$ cat src/rtl/uart_xmtr.sv
// UART transmitter: bytes enter through a valid/ready port into a small FIFO and leave as
// 8N1 frames, LSB first. Simulation-side stimulus source for a receiver's rxd pin.
module uart_xmtr #(
  parameter int unsigned CLKS_PER_BIT = 16,
  parameter int unsigned FIFO_DEPTH   = 16
) (
  input  logic                          clock,
  input  logic                          reset,
  input  logic [7:0]                    tx_data,
  input  logic                          tx_valid,
  output logic                          tx_ready,
  output logic                          uart_sout,
  output logic                          busy,
  output logic [$clog2(FIFO_DEPTH):0]   fifo_count
);

  localparam int unsigned AW = $clog2(FIFO_DEPTH);
  localparam int unsigned CW = (CLKS_PER_BIT > 1) ? $clog2(CLKS_PER_BIT) : 1;
  localparam logic [CW-1:0] LastCyc = CW'(CLKS_PER_BIT - 1);
  localparam logic [AW:0]   Full    = (AW + 1)'(FIFO_DEPTH);

  typedef enum logic [1:0] {StIdle, StStart, StData, StStop} state_e;

  logic [7:0]    mem [FIFO_DEPTH];
  logic [AW-1:0] wr_ptr_q, rd_ptr_q;
  logic [AW:0]   count_q, count_d;
  state_e        state_q, state_d;
  logic [CW-1:0] cyc_q, cyc_d;
  logic [2:0]    bit_q, bit_d;
  logic [7:0]    shift_q, shift_d;
  logic          sout_q, sout_d;
  logic          ready_q, busy_q;
  logic          push, pop, last_cyc;

  assign push     = tx_valid && ready_q;
  assign last_cyc = (cyc_q == LastCyc);
  // The head is only visible once registered, so a fresh byte never bypasses the FIFO.
  assign pop      = (count_q != '0) &&
                    ((state_q == StIdle) || ((state_q == StStop) && last_cyc));

  always_comb begin
    count_d = count_q;
    unique case ({push, pop})
      2'b10:   count_d = count_q + 1'b1;
      2'b01:   count_d = count_q - 1'b1;
      default: count_d = count_q;
    endcase
  end

  always_comb begin
    state_d = state_q;
    cyc_d   = cyc_q;
    bit_d   = bit_q;
    shift_d = shift_q;
    unique case (state_q)
      StIdle: begin
        if (pop) begin
          state_d = StStart;
          cyc_d   = '0;
          shift_d = mem[rd_ptr_q];
        end
      end
      StStart: begin
        cyc_d = cyc_q + 1'b1;
        if (last_cyc) begin
          state_d = StData;
          cyc_d   = '0;
          bit_d   = '0;
        end
      end
      StData: begin
        cyc_d = cyc_q + 1'b1;
        if (last_cyc) begin
          cyc_d = '0;
          if (bit_q == 3'd7) begin
            state_d = StStop;
          end else begin
            bit_d   = bit_q + 1'b1;
            shift_d = {1'b0, shift_q[7:1]};
          end
        end
      end
      StStop: begin
        cyc_d = cyc_q + 1'b1;
        if (last_cyc) begin
          cyc_d = '0;
          if (pop) begin
            state_d = StStart;
            shift_d = mem[rd_ptr_q];
          end else begin
            state_d = StIdle;
          end
        end
      end
      default: state_d = StIdle;
    endcase
  end

  // Line level follows the next state so the registered output lines up with it.
  always_comb begin
    sout_d = 1'b1;
    unique case (state_d)
      StStart: sout_d = 1'b0;
      StData:  sout_d = shift_d[0];
      default: sout_d = 1'b1;
    endcase
  end

  always_ff @(posedge clock) begin
    if (push) begin
      mem[wr_ptr_q] <= tx_data;
    end
  end

  always_ff @(posedge clock) begin
    if (reset) begin
      wr_ptr_q <= '0;
      rd_ptr_q <= '0;
      count_q  <= '0;
      state_q  <= StIdle;
      cyc_q    <= '0;
      bit_q    <= '0;
      shift_q  <= '0;
      sout_q   <= 1'b1;
      ready_q  <= 1'b1;
      busy_q   <= 1'b0;
    end else begin
      if (push) wr_ptr_q <= wr_ptr_q + 1'b1;
      if (pop)  rd_ptr_q <= rd_ptr_q + 1'b1;
      count_q <= count_d;
      state_q <= state_d;
      cyc_q   <= cyc_d;
      bit_q   <= bit_d;
      shift_q <= shift_d;
      sout_q  <= sout_d;
      ready_q <= (count_d < Full);
      busy_q  <= (state_d != StIdle) || (count_d != '0);
    end
  end

  assign tx_ready   = ready_q;
  assign uart_sout  = sout_q;
  assign busy       = busy_q;
  assign fifo_count = count_q;

endmodule
$ cat config.mk
export PLATFORM = sky130hd
export DESIGN_NAME = uart_xmtr
export DESIGN_NICKNAME = d
export VERILOG_FILES = /design/src/rtl/uart_xmtr.sv
export SDC_FILE = /design/constraint.sdc
export NUM_CORES = 1
export LEC_CHECK = 0
export CAP_MARGIN = 20
export CELL_PAD_IN_SITES_DETAIL_PLACEMENT = 0
export CELL_PAD_IN_SITES_GLOBAL_PLACEMENT = 1
export CORE_MARGIN = 4
export CORE_UTILIZATION = 45
export DETAILED_ROUTE_END_ITERATION = 12
export PLACE_DENSITY = 0.77
export SYNTH_ARGS = -nofsm -noshare
export SYNTH_HDL_FRONTEND = slang
export SYNTH_SLANG_ARGS = --single-unit
$ cat constraint.sdc
create_clock -name clock -period 3 [get_ports clock]
set_input_delay 0.9 -clock clock [delete_from_list [all_inputs] [get_ports clock]]
set_output_delay 0.9 -clock clock [all_outputs]
set_load 0.01 [all_outputs]
# Word level (Yosys, flattened, before mapping)
# Memory sizes are Yosys's and may differ from the RTL's. A register that Yosys moved wholly into a read port is not among the register bits.
# Cells that the tools add are included.
[word_totals] in_bits=11 romBits=0 latchBits=0 ramBits=128 n_memories=1 register_bits=33
[mem_list] name="mem" words=16 width=8 read_ports=1 rd_ports_with_merged_regs=1 wr=1 line_no="24" source="logic [7:0] mem [FIFO_DEPTH];"
[op_classes] magnitude_cmp=1 eq_ne=14 multipliers=0 muxes=25 div_mod_pow=0 shift=0 bitwise=0 n_reduce_logical=14 addsub=6
[op_table] operator="$mux W8" n=4
[op_table] operator="$pmux W8 S3" n=1
[op_table] operator="$mux W4" n=4
[op_table] operator="$add A4 B1 Y4 const B" n=3
[op_table] operator="$mux W2" n=5
[op_table] operator="$ne A2 B2 Y1 const B" n=5
[op_table] operator="$pmux W5 S2" n=1
[op_table] operator="$reduce_bool A5 Y1" n=2
[op_table] operator="$mux W3" n=3
[op_table] operator="$eq A2 B2 Y1 const B" n=4
[op_table] operator="$pmux W2 S4" n=1
[op_table] operator="$pmux W4 S2" n=1
[op_table] operator="$reduce_and A4 Y1" n=2
[op_table] operator="$eq A2 B1 Y1 const B" n=3
[op_table] operator="$pmux W3 S2" n=1
[op_table] operator="$add A5 B1 Y5 const B" n=1
[op_table] operator="$lt A5 B5 Y1 const B" n=1
[op_table] operator="$sub A5 B1 Y5 const B" n=1
[op_table] operator="$eq A4 B4 Y1 const B" n=1
[op_table] operator="$reduce_bool A2 Y1" n=2
[op_table] operator="$add A3 B1 Y3 const B" n=1
[op_table] operator="$eq A3 B3 Y1 const B" n=1
[op_table] operator="$logic_and A1 B1 Y1" n=3
[op_table] operator="$mux W1" n=3
[op_table] operator="other kinds (5)" n=6

# Longest topological paths before layout
# Gate-level depths: netlist (run 1).
[logic_depth] word_depth=9 mapped_depth=15

# Least setup slack after synthesis (run 1)
# No wires, ideal clock.
[synth_path] path_kind="register to register" start="reg count_q[2], in the netlist fifo_count[2]" end="reg count_q[4], in the netlist fifo_count[4]" setup_time_ns=0.121 period_less_slack_ns=3.094 path_buffers=4 t_required_ns=2.879 arrival_time_ns=2.973 setup_slack_ns=-0.094 path_stages_with_launch=16 path_cell_list="dfxtp_1 > clkbuf_1 > nor3_1 > and2_1 > clkbuf_1 > nor2_1 > buf_2 > ha_1 > clkbuf_1 > xor2_1 > ha_1 > a21o_1 > a22o_1 > nand2_1 > a21oi_1 > mux2_2"
[synth_via] elab_chain_len=4 elab_cells_between_ends=7
[synth_lines] element="start: declaration" line_no="26" source="logic [AW:0] count_q, count_d;"
[synth_lines] element="start signal: assignment" line_no="130" source="count_q <= count_d;"
[synth_lines] element="branches (longest 3 deep; another with $sub A5 B1 Y5)"
[synth_lines] element="$pmux W5 S2 (*)" line_no="43" source="unique case ({push, pop})"
# Mark *: on every way between the ends.
# A chain may end at the register's enable or synchronous reset.

# Final worst setup path (run 1)
[layout_path] start="reg cyc_q[0]" end="reg count_q[4], in the netlist fifo_count[4]"
[layout_via] elab_chain_len=6 elab_cells_between_ends=7
[layout_lines] element="start: declaration" line_no="28" source="logic [CW-1:0] cyc_q, cyc_d;"
[layout_lines] element="start signal: assignment" line_no="132" source="cyc_q <= cyc_d;"
[layout_lines] element="$eq A4 B4 Y1 (*)" line_no="36" source="assign last_cyc = (cyc_q == LastCyc);"
[layout_lines] element="$logic_and A1 B1 Y1 (*)" line_no="39" source="((state_q == StIdle) || ((state_q == StStop) && last_cyc));"
[layout_lines] element="$logic_or A1 B1 Y1 (*)" line_no="39"
[layout_lines] element="$logic_and A1 B1 Y1 (*)" line_no="38" source="assign pop = (count_q != '0) &&"
[layout_lines] element="$eq A2 B1 Y1 / $eq A2 B2 Y1 (equally long branches)" line_no="43"
[layout_lines] element="$pmux W5 S2 (*)" line_no="43"
# Mark *: on every way between the ends. The rest lies on a longest branch, timed or not.

==> impl_metrics.ini, run 1 <==
[pwr]
powerDensity_nw_per_um2 = 829.9
power.leakage_nw = 2.633
peakVddDrop_v = 0.0005032

[global_routing]
grt_first_pass_wirelength_microns = 21140
grt_util_all_layers = 0.1715
gr-total-overflow = 0
grt_antenna_before_repair = 0
grt_pass1_vias = 3902
grt_max_degree = 28

[clock_network]
cts_sinks = 165
htreeDepth = 4
cts_buffers = 17
cts.path.max_buffers = 2
root_buffer = clkbuf_16
cts_tree = done
hold_buffers = 0
post_cts_buffers = 0
clk_pin_slew_ns = 0.06
clkLatencyLatePin_ns = 0.42
cts_resized = 0

[placement]
detailed_place_hpwl_microns = 8400
place_inst = 628
place_area_sq_um = 7266
port_buffers = 18
gp_congestion = 0.7508

[die]
die_width_microns = 130.1
dieHeight_microns = 130.1
dieArea_sq_um = 16930
initial_core_util = 0.4600
coreArea_sq_um = 14590
rows = 44
ioPinCount = 19

[yosys]
synth.largest_area_cell = edfxtp_1
synthCells = 418
ys_types = 46
synth_edf_count = 128
seq_area_frac_synth = 0.6831
avgSynthCellArea_sq_um = 16.06
yosys_warnings = 0
synth_top_area_share = 0.5727
synth_area_leaders = edfxtp_1 (57%), dfxtp_1 (11%), mux4_2 (9.1%)
synth_async_sr_flop_share = 0
synth_ff_type = edfxtp_1
ys_seq_elements = 165
synth_area_sq_um = 6711
synthesis.nets = 440

[sta]
finClkSkew_ns = 0.009869
fmax_mhz = 356.5
hold_viol = 0
drv_slew = 0
slew_headroom = 0.6161
worst_pin_slew_ns = 0.5741
min_period_over_period = 0.9349
min_period_ns = 2.805
rsz0062_at_grt = no
finalSetupViolCount = 0

[final_layout]
drive_gt1_frac = 0.2185
area_growth_pct = 17.77
postLayoutCellArea_sq_um = 7904
final-instance-count-excl-fill = 660
diodes = 0
final_core_util = 0.5418
num-nets-final = 485

[setup_path]
required_ns = 3.30
crit_fanout = 5
critPathKind = flip-flop to flip-flop
crit_slowest_cell = dfxtp_1
critical_path_arrival_ns = 3.11
cpPeakStageDelay_ns = 0.37
endpoint_kind = flip-flop
worstPathCellList = ha_4, and4_1, a21oi_1, nor2_2, ha_1, xor2_1, ha_1, a21o_1, a22o_1, nand2_1, a21oi_1, mux2_2
path_buf_inv = 0
critical_path.top_delay_family = compound AO/OA/AOI/OAI gates
crit_path_start_kind = flip-flop

[routing]
vias_per_cell = 5.598
routedWlPerCell_microns = 20.18
first_iter_violations = 254
finalWirelength_microns = 13320
drc = 0
ant_nets = 0
drtPass1Iterations = 5
dr_total_vias = 3695

[outcome]
outcome = complete, no violations

[flow_run]
cap_violations = 0

[worst_hold_path]
worstHoldPathType = flip-flop to flip-flop
==> cell usage in the layout, fill, tap and decap left out, types with 3 or more instances in the layout <==
master / count
a21oi_1: 21
a22o_1: 3
a22oi_1: 10
buf_4: 34
bufinv_16: 4
clkbuf_16: 17
clkdlybuf4s50_1: 18
dfxtp_1: 36
edfxtp_1: 128
ha_1: 10
inv_1: 5
inv_6: 6
mux2_2: 7
mux2i_1: 12
mux4_1: 6
mux4_2: 27
nand2_1: 19
nand2b_1: 4
nor2_1: 40
nor2b_1: 3
nor3_1: 9
o211ai_1: 6
o21ai_0: 5
xnor2_1: 5
xor2_1: 6
==> path summary, 6_finish.rpt <==
path | endpoint | cells after the start | startpoint | slack, ns
worst max-delay path | fifo_count[4]$_SDFF_PP0_ | 12 | cyc_q[0]$_SDFFE_PP0P_ | 0.20
worst max register to register | fifo_count[4]$_SDFF_PP0_ | 12 | cyc_q[0]$_SDFFE_PP0P_ | 0.20
worst min register to register | shift_q[7]$_SDFFE_PP0P_ | 2 | shift_q[7]$_SDFFE_PP0P_ | 0.51
worst min-delay path | shift_q[7]$_SDFFE_PP0P_ | 2 | shift_q[7]$_SDFFE_PP0P_ | 0.51
==> synthesized netlist by cell type, drive strengths merged, types with 2 or more instances <==
cell type	n
o21ai	6
o211ai	6
and2	2
nor3	9
dfxtp	37
nand3	2
nand4	2
a22o	3
inv	5
mux4	33
mux2i	12
a22oi	10
xor2	6
mux2	7
a21o	2
a21oi	21
buf	9
nand2	19
a311oi	2
nand2b	4
xnor2	5
nor2b	3
a41oi	2
ha	11
nor2	41
edfxtp	128
clkbuf	17
or2	2
==> registers in the layout (all words and copies together), names as in the netlist, named ones only <==
register / flops
tx_ready: 1
cyc_q: 4
fifo_count: 5
busy: 1
mem: 128
uart_sout: 1
state_q: 2
rd_ptr_q: 4
shift_q: 8
wr_ptr_q: 4
bit_q: 3
==> final cells by class <==
cell class / instances / area, sq um
fillers: 1146 / 6685
repair buffers: 52 / 435.4
well taps: 184 / 230.2
inverters: 5 / 18.77
clock buffers: 18 / 429.2
clock inverters: 14 / 193.9
multi-input cells: 222 / 2011
flip-flops and latches: 165 / 4586
==> power by group <==
group / internal (mW) / switching, mW / leakage (nW)
logic: 0.692 / 0.765 / 0.869
clock network: 1.40 / 0.884 / 0.306
registers: 2.65 / 0.163 / 1.46
total: 4.75 / 1.81 / 2.63
==> metal layers <==
layer / routed length, microns / up-vias / GRT usage
met5: 0 / - / 0
met4: 102 / 0 / 0.06418
met3: 703 / 10 / 0.04298
met2: 6912 / 108 / 0.2815
met1: 5603 / 1856 / 0.2218
li1: - / 1721 / -
==> cell families after synthesis <==
logic type	share of synthesized area
compound gates	0.05854
xor+xnor	0.01435
flops	0.6831
fa+ha+maj	0.02051
mux	0.1437
simple gates	0.06022
buf+inv	0.01957
==> metrics by stage <==
| step | total power [mW] | TNS, ns | hold WS (ns) | setup WS [ns] |
|---|---|---|---|---|
| floorplan | 3.817 | 0 | 0.4685 | 0.006108 |
| global placement | 4.274 | -0.1331 | 0.4836 | -0.09326 |
| detailed placement | 4.309 | -0.2978 | 0.4997 | -0.1784 |
| CTS | 6.610 | 0 | 0.5111 | 0.08482 |
| global route | 6.908 | 0 | 0.5448 | 0.03889 |
| finish | 6.559 | 0 | 0.5100 | 0.1952 |
==> worst reg2reg max path: cells and delay by family (launching register included) <==
family,cells,cell delay (ns)
AO/OA/AOI/OAI,4,0.81
AND/OR/NAND/NOR,3,0.36
multiplexers,1,0.36
XOR/XNOR,1,0.14
flip-flops,1,0.37
adder cells (fa/ha/maj),3,0.64
Power figures use the tool's default switching activity.
==> run 2: changes to the inputs <==
TNS_END_PERCENT = 10   (was unset)
==> results of run 2 <==
Final layout, timing and power as in run 1 (identical DEF).
==> run 3: changes to the inputs <==
==> constraint.sdc (replaced) <==
create_clock -name clock -period 3 [get_ports clock]
set_input_delay 0.6 -clock clock [delete_from_list [all_inputs] [get_ports clock]]
set_output_delay 0.6 -clock clock [all_outputs]
set_load 0.01 [all_outputs]
==> run 3 against run 2 <==
Net effect:
- first-iteration DRC count increased by 13%
- clock-buffer cell count rose by 1
- clock power barely moved
- final cell count is 0.45% lower
- design area fell by 0.16%
- die area stayed put
- routed wire length is 3.2% lower
- clock skew down 0.00095 ns
- largest power group unchanged
==> impl_metrics.ini, run 3 (synthesis gave the netlist of run 1 again) <==
[pwr]
p_total_mw = 6.547
power_switching_mw = 1.808
swShare = 0.2762
combPwrFrac = 0.224
p_int_mw = 4.739
p_seq_frac = 0.428
p_clk_frac = 0.348
peakVddDrop_v = 0.0005663
powerDensity_nw_per_um2 = 829.7
power.leakage_nw = 2.613

[clock_network]
cts.path.max_buffers = 2
hold_buffers = 0
post_cts_buffers = 0
cts_buffers = 17
cts_sinks = 165
htreeDepth = 4
root_buffer = clkbuf_16
clkLatencyLatePin_ns = 0.42
cts_tree = done
clk_pin_slew_ns = 0.06

[setup_path]
worstPathCellList = ha_2, and4_1, a21oi_2, nor2_2, ha_1, xor2_1, ha_1, a21o_1, a22o_1, nand2_1, a21oi_1, mux2_2
required_ns = 3.31
endpoint_kind = flip-flop
crit_start = cyc_q[0]$_SDFFE_PP0P_
reg2reg_slack_ns = 0.20
cpPeakStageDelay_ns = 0.40
path_buf_inv = 0
crit_fanout = 5
critical_path.top_delay_family = adder cells
rr_startpoint = cyc_q[0]$_SDFFE_PP0P_
crit_path_start_kind = flip-flop
critical_path_arrival_ns = 3.11
critPathKind = flip-flop to flip-flop
cpMostUsedCell = ha_1
crit_slowest_cell = dfxtp_1

[sta]
fmax_mhz = 357.5
setup-tns-final_ns = 0
hold_viol = 0
drv_slew = 0
finClkSkew_ns = 0.008922
min_period_over_period = 0.9324
rsz0062_at_grt = no
slew_headroom = 0.6222
min_period_ns = 2.797
finalSetupViolCount = 0
worst_pin_slew_ns = 0.5649

[global_routing]
grt_max_degree = 36
grt_util_all_layers = 0.1690
grt_antenna_before_repair = 0
gr-total-overflow = 0
grt_pass1_vias = 3742
grt_first_pass_wirelength_microns = 20940

[routing]
met1_length_microns = 5798
vias_per_cell = 5.575
dr_total_vias = 3663
ant_nets = 0
drtPass1Iterations = 4
drc = 0
maxUsedRoutingLayer = met4
wl_met3_microns = 513
wl_met2_microns = 6435
first_iter_violations = 286
finalWirelength_microns = 12900
routedWlPerCell_microns = 19.63

[die]
ioPinCount = 19
die_width_microns = 130.1
coreArea_sq_um = 14590
initial_core_util = 0.4600
dieHeight_microns = 130.1
rows = 44
dieArea_sq_um = 16930

[final_layout]
area_growth_pct = 17.58
mostFrequentLayoutCells = edfxtp_1 (128), nor2_1 (40), dfxtp_1 (36)
largest_reg_flops = 128
num-nets-final = 482
postLayoutCellArea_sq_um = 7891
top_register = mem
final_common_cell = edfxtp_1
diodes = 0
drive_gt1_frac = 0.2156

[worst_hold_path]
worstHoldPathType = flip-flop to flip-flop
hp-start = bit_q[2]$_SDFFE_PP0P_

[placement]
detailed_place_hpwl_microns = 8387
port_buffers = 18
place_area_sq_um = 7256
gp_congestion = 0.7562

[flow_run]
cap_violations = 0

[outcome]
outcome = complete, no violations
-- run 3: what timing repair did --
item / in CTS / in global routing
resized for setup: 0 / 3
endpoints found under the setup margin: 0 / 1
endpoints found under the hold margin: 0 / 0
-- run 3: area by class of cell --
class / count / area [sq um]
sequential: 165 / 4586
multi-input combinational: 222 / 2004
inverter: 5 / 18.77
timing repair buffer: 49 / 425.4
fill: 1136 / 6698
tap: 184 / 230.2
clock buffer: 19 / 432.9
clock inverter: 13 / 193.9
-- run 3: final timing paths --
path                                    to  depth (start not counted)
setup / recovery  fifo_count[4]$_SDFF_PP0_                         12
hold / removal       bit_q[2]$_SDFFE_PP0P_                          2
setup reg to reg  fifo_count[4]$_SDFF_PP0_                         12
hold reg to reg      bit_q[2]$_SDFFE_PP0P_                          2
-- run 3: power by group through the flow --
stage	Sequential [mW]	Combinational [mW]	Clock, mW
after floorplan	2.80	1.01	0
after global placement	2.84	1.42	0
after detailed placement	2.85	1.46	0
after CTS	2.80	1.47	2.33
after global routing	2.82	1.62	2.44
final	2.80	1.47	2.28
-- run 3: through the flow --
step	util	hold slack, ns	cells	worst slack [ns]
after floorplan	-	0.4685	418	0.02915
final	0.5409	0.5159	657	0.2028
after detailed placement	0.4973	0.5072	625	0.06079
after CTS	0.5403	0.5207	657	0.05244
after global routing	0.5409	0.5546	657	0.02570
after global placement	0.4973	0.4843	625	0.1753
-- run 3: per-layer routing --
layer	global-route usage	vias up
li1	-	1720
met1	0.2186	1868
met2	0.2755	59
met3	0.05444	16
met4	0.04890	0
met5	0	-
-- run 3: worst min-delay path, stage by stage (launching register included) --
cell and delay [ns]:
dfxtp_1 0.34, a22oi_1 0.07, nor2_1 0.08
